File: config.mk
export PLATFORM = sky130hd
export DESIGN_NAME = card_deck_dealer
export DESIGN_NICKNAME = d
export VERILOG_FILES = /design/src/rtl/card_deck_dealer.sv
export SDC_FILE = /design/constraint.sdc
export NUM_CORES = 1
export LEC_CHECK = 0
export BUFFER_PORTS_ARGS = -buffer_cell sky130_fd_sc_hd__clkbuf_2
export CAP_MARGIN = 20
export CORE_ASPECT_RATIO = 0.6
export CORE_MARGIN = 2
export CORE_UTILIZATION = 30
export CTS_CLUSTER_SIZE = 40
export DETAILED_ROUTE_END_ITERATION = 12
export MAX_ROUTING_LAYER = met4
export PLACE_DENSITY = 0.51
export REMOVE_ABC_BUFFERS = 1
export SYNTH_ARGS = -nofsm -noshare
export SYNTH_HDL_FRONTEND = slang
export SYNTH_SLANG_ARGS = --single-unit
File: constraint.sdc
create_clock -name clk -period 1.9 [get_ports clk]
set_input_delay 0.095 -clock clk [delete_from_list [all_inputs] [get_ports clk]]
set_output_delay 0.095 -clock clk [all_outputs]
set_load 0.02 [all_outputs]
File: src/rtl/card_deck_dealer.sv
// Deals card values 1..13 from a finite deck, without replacement, one card per
// rising edge of pip. The value is chosen by a free-running LFSR plus a linear probe.
module card_deck_dealer #(
    parameter logic [15:0] LFSR_SEED = 16'hACE1,
    parameter int          COPIES    = 4
) (
    input  logic       clk,
    input  logic       rst_n,
    input  logic       pip,
    input  logic       new_deck,
    output logic [3:0] number,
    output logic       valid,
    output logic       busy,
    output logic       empty,
    output logic [5:0] cards_left
);

    typedef enum logic [1:0] {IDLE, PICK, PROBE, EMIT} state_t;

    localparam logic [5:0] FULL_DECK = 6'(13 * COPIES);
    localparam logic [2:0] FULL_CNT  = 3'(COPIES);

    state_t      state_q, state_d;
    logic [15:0] lfsr_q, lfsr_d;
    logic        pip_q, pip_d;
    logic [3:0]  cand_q, cand_d;
    logic [3:0]  number_q, number_d;
    logic        valid_q, valid_d;
    logic [5:0]  left_q, left_d;
    logic [2:0]  count_q [13];
    logic [2:0]  count_d [13];

    logic        req;
    logic [3:0]  pick_val;
    logic [2:0]  cand_cnt;

    // Entropy comes from the human timing of pip, so the LFSR never pauses.
    always_comb begin
        if (lfsr_q == 16'd0) begin
            lfsr_d = LFSR_SEED;
        end else begin
            lfsr_d = {lfsr_q[0] ^ lfsr_q[2] ^ lfsr_q[3] ^ lfsr_q[5], lfsr_q[15:1]};
        end
    end

    assign pip_d    = pip;
    assign req      = pip & ~pip_q;
    assign pick_val = (lfsr_q[3:0] >= 4'd13) ? (lfsr_q[3:0] - 4'd12) : (lfsr_q[3:0] + 4'd1);

    // Mux the candidate's counter out explicitly so an out-of-range cand never indexes.
    always_comb begin
        cand_cnt = 3'd0;
        for (int i = 0; i < 13; i++) begin
            if (cand_q == 4'(i + 1)) cand_cnt = count_q[i];
        end
    end

    // NOTE: every signal written here gets a default first, so no path can infer a latch.
    always_comb begin
        state_d  = state_q;
        cand_d   = cand_q;
        number_d = 4'd0;
        valid_d  = 1'b0;
        left_d   = left_q;
        count_d  = count_q;

        if (new_deck) begin
            state_d = IDLE;
            left_d  = FULL_DECK;
            for (int i = 0; i < 13; i++) count_d[i] = FULL_CNT;
        end else begin
            unique case (state_q)
                IDLE: begin
                    if (req && (left_q != 6'd0)) state_d = PICK;
                end
                PICK: begin
                    cand_d  = pick_val;
                    state_d = PROBE;
                end
                PROBE: begin
                    if (cand_cnt != 3'd0) begin
                        state_d = EMIT;
                    end else begin
                        cand_d = (cand_q == 4'd13) ? 4'd1 : (cand_q + 4'd1);
                    end
                end
                EMIT: begin
                    number_d = cand_q;
                    valid_d  = 1'b1;
                    if (left_q != 6'd0) left_d = left_q - 6'd1;
                    for (int i = 0; i < 13; i++) begin
                        if ((cand_q == 4'(i + 1)) && (count_q[i] != 3'd0)) begin
                            count_d[i] = count_q[i] - 3'd1;
                        end
                    end
                    state_d = IDLE;
                end
                default: state_d = IDLE;
            endcase
        end
    end

    // NOTE: the per-value counters are plain flops rather than a RAM, so they take the async reset.
    always_ff @(posedge clk or negedge rst_n) begin
        if (!rst_n) begin
            state_q  <= IDLE;
            lfsr_q   <= LFSR_SEED;
            pip_q    <= 1'b0;
            cand_q   <= 4'd0;
            number_q <= 4'd0;
            valid_q  <= 1'b0;
            left_q   <= FULL_DECK;
            for (int i = 0; i < 13; i++) count_q[i] <= FULL_CNT;
        end else begin
            state_q  <= state_d;
            lfsr_q   <= lfsr_d;
            pip_q    <= pip_d;
            cand_q   <= cand_d;
            number_q <= number_d;
            valid_q  <= valid_d;
            left_q   <= left_d;
            count_q  <= count_d;
        end
    end

    assign number     = number_q;
    assign valid      = valid_q;
    assign busy       = (state_q != IDLE);
    assign empty      = (left_q == 6'd0);
    assign cards_left = left_q;

endmodule

==> qor.csv <==
stage,metric,value,unit
timing,fin_skew,0.00791,ns
outcome,violations,setup timing,
finish,nets,533,
worst_hold_path,hold_class,primary input to register,
yosys,async_flop_share,100,%
worst_setup_path,start_kind,register,
pwr,p_clk_share,29.2,%
worst_setup_path,crit_arrival,2.42,ns
global_routing,gr-total-overflow,0,
timing,finalSetupTns,-1.38,ns
clock_network,clk_path_buf_depth,2,
worst_hold_path,worstHoldPathCells,2,
pwr,power.internal,3.86,mW
clock_network,clock-sinks,73,
pwr,peakVddDrop,0.000410,V
route,routedWlPerCell,13.9,um
finish,drive_gt1_share,31.0,%
global_routing,antenna_found_initial,0,
global_routing,grt_pass1_vias,3131,
yosys,synth.cell_area,0.00428,mm^2
worst_setup_path,ff2ff_path_depth,8,
finish,final_cell_mix,"nor2_1 (52), buf_4 (52), inv_1 (51)",
timing,max_freq,464,MHz
timing,finalCriticalPeriod,2.16,ns
worst_setup_path,worstPathMaxFanout,10,
worst_hold_path,worstHoldStart,new_deck,
timing,rsz0062_at_grt,true,
placement,io_buffers,16,
clock_network,cts_buffers,9,
worst_setup_path,required,2.17,ns
clock_network,clk_pin_slew,0.06,ns
pwr,sequentialPowerShare,30.3,%
route,vias_per_cell,4.49,
floorplanning,core,0.0138,mm^2
timing,worst_pin_slew,0.532,ns
placement,place.gp.congestion,0.866,
clock_network,clk_latency,0.33,ns
route,ant_nets,0,
floorplanning,initial_core_util,31.0,%
clock_network,cts_tree,yes,
pwr,swShare,34.3,%
floorplanning,row_count,33,
finish,fin_util,39.5,%
timing,fin_crit_sh,114,%
worst_setup_path,r2r-end,cand_q[2],
worst_setup_path,ff2ff_setup_slack,-0.26,ns
floorplanning,io_pins,17,
floorplanning,dieArea,0.0153,mm^2
pwr,comb_power_share,40.5,%
yosys,synth-edff-count,0,
global_routing,grt_max_degree,45,
yosys,synth-seq-cells,73,
floorplanning,die_h,96.5,um
worst_setup_path,reg2reg_from,cand_q[0],
placement,detailedPlace.worstSlack,-0.397,ns
route,drt_wl_total,9.57,mm
placement,place_hpwl,7.18,mm
yosys,yosysWarnings,0,
finish,n_fill_cell,1372,
global_routing,grt_pass1_wl,16.2,mm
clock_network,root_buffer,clkbuf_16,
route,first_pass_iters,4,
worst_setup_path,endpoint_kind,register,
pwr,p_switching,2.02,mW
pwr,power,5.88,mW
clock_network,htreeDepth,3,
yosys,yosysSeqAreaShare,43.4,%
route,drt_iter0_drc,133,
timing,setup_viol,6,
timing,max_slew_margin,64.5,%
yosys,avgSynthCellArea,9.75,um^2
pwr,p_leak,2.43,nW
run,cap_violations,0,
finish,fin_cells,689,
timing,timing.final.ws_setup,-0.257,ns
finish,fin_area,0.00545,mm^2
finish,insertedDiodeCount,0,
worst_hold_path,min_to,count_q[15],
finish,area_delta_synth_final,27.3,%
yosys,synthCells,439,
placement,place_inst,664,
timing,holdWs,0.135,ns
floorplanning,dieWidth,158,um
timing,finalHoldViolCount,0,
worst_setup_path,crit_type,register to register,
route,route.vias.total,3094,
global_routing,grt.total_usage,14.3,%
timing,drv_slew,0,
placement,placed_cell_area,0.00484,mm^2
route,drc,0,
yosys,ys_types,57,
pwr,power_density,1080,mW/mm^2
outcome,status,finished with violations,
yosys,synth_flop_cell,dfrtp_1,
[cells by family after synthesis]
kind of cell / after synthesis / share of synthesized area (%)
XOR/XNOR: 23 / 4.71
AND/OR/NAND/NOR: 145 / 18.1
adder cells (fa/ha/maj): 37 / 10.8
buffers and inverters: 84 / 8.24
multiplexers: 12 / 3.07
AO/OA/AOI/OAI: 65 / 11.7
flip-flops: 73 / 43.4
[power by group through the flow]
stage                     sequential (mW)  clock, mW  combinational [mW]
final                                1.78       1.72                2.38
after floorplan                      1.93          0               0.904
after CTS                            1.77       1.78                2.13
after global placement               1.79          0                1.92
after detailed placement             1.79          0                1.93
after global routing                 1.79       1.85                2.58
[metal layers]
metal | share of wire (%) | GRT usage, %
met1 | 58 | 21.4
met2 | 39 | 19.1
met3 | 3.2 | 3.66
met4 | 0.37 | 3.38
met5 | 0 | -
[worst max-delay path, cell delays in order, from the launching register on]
cell and delay (ns):
dfrtp_2 0.44, buf_4 0.19, mux2i_1 0.13, a211o_1 0.32, o31ai_2 0.32, o31ai_4 0.11
buf_6 0.15, or3_4 0.35, nand3_2 0.08
[Yosys cell counts, types with 2 or more instances]
| library cell | count | area, um^2 |
|---|---|---|
| nor2_1 | 52 | 195 |
| inv_1 | 51 | 191 |
| dfrtp_1 | 49 | 1230 |
| ha_1 | 37 | 463 |
| clkbuf_1 | 25 | 93.8 |
| dfstp_2 | 24 | 631 |
| xnor2_1 | 18 | 158 |
| nand2_1 | 15 | 56.3 |
| nand2b_1 | 15 | 93.8 |
| a21oi_1 | 13 | 65.1 |
| a211o_1 | 11 | 96.3 |
| mux2i_1 | 9 | 90.1 |
| or3_1 | 9 | 56.3 |
| nand3_1 | 8 | 40.0 |
| nor2b_1 | 8 | 50.1 |
| o21ai_0 | 8 | 40.0 |
| nor4_1 | 7 | 43.8 |
| and2_1 | 6 | 37.5 |
| a211oi_1 | 5 | 37.5 |
| a31oi_1 | 5 | 31.3 |
| buf_2 | 5 | 25.0 |
| nand3b_1 | 5 | 37.5 |
| nor3_1 | 5 | 25.0 |
| xor2_1 | 5 | 43.8 |
| or4_1 | 3 | 22.5 |
| a221o_1 | 2 | 20.0 |
| a221oi_1 | 2 | 17.5 |
| and2b_1 | 2 | 15.0 |
| and3_1 | 2 | 12.5 |
| buf_6 | 2 | 22.5 |
| mux2_4 | 2 | 30.0 |
| o31ai_2 | 2 | 25.0 |
| o32a_1 | 2 | 20.0 |
| or3b_2 | 2 | 17.5 |
[state kept, by name (all words and copies together) (netlist names)]
| register | count |
|---|---|
| count_q | 39 |
| lfsr_q | 16 |
| cards_left | 6 |
| cand_q | 4 |
| number | 4 |
| state_q | 2 |
| pip_q | 1 |
| valid | 1 |
[worst max path at each step]
stage / from / endpoint / slack (ns) / cells past startpoint
2_1_floorplan: cand_q[0] / cand_q[3] / -0.59 / 6
3_3_place_gp: cand_q[1] / cand_q[3] / -0.35 / 6
3_5_place_dp: cand_q[1] / state_q[0] / -0.40 / 7
4_1_cts: cand_q[0] / state_q[1] / -0.28 / 9
5_1_grt: cand_q[0] / cand_q[2] / -0.32 / 8
6_report: cand_q[0] / cand_q[2] / -0.26 / 8
[repair_timing]
| action | 4_1_cts | 5_1_grt |
|---|---|---|
| endpoints found under the setup margin | 13 | 33 |
| pin swaps | 6 | 8 |
| hold buffers | 2 | 0 |
| hold endpoints to repair | 27 | 0 |
| resized for setup | 17 | 28 |
| setup buffers | 4 | 3 |
[final cells by class]
| type | count | area, um^2 | area share [%] |
|---|---|---|---|
| clock buffer | 10 | 239 | 4.39 |
| clock inverter | 6 | 65.1 | 1.19 |
| inverter | 51 | 191 | 3.51 |
| multi-input combinational | 282 | 2280 | 41.9 |
| sequential | 73 | 1860 | 34.1 |
| tap | 192 | 240 | 4.41 |
| timing repair buffer | 75 | 571 | 10.5 |
Note: power is estimated with default switching activity, not from simulation.
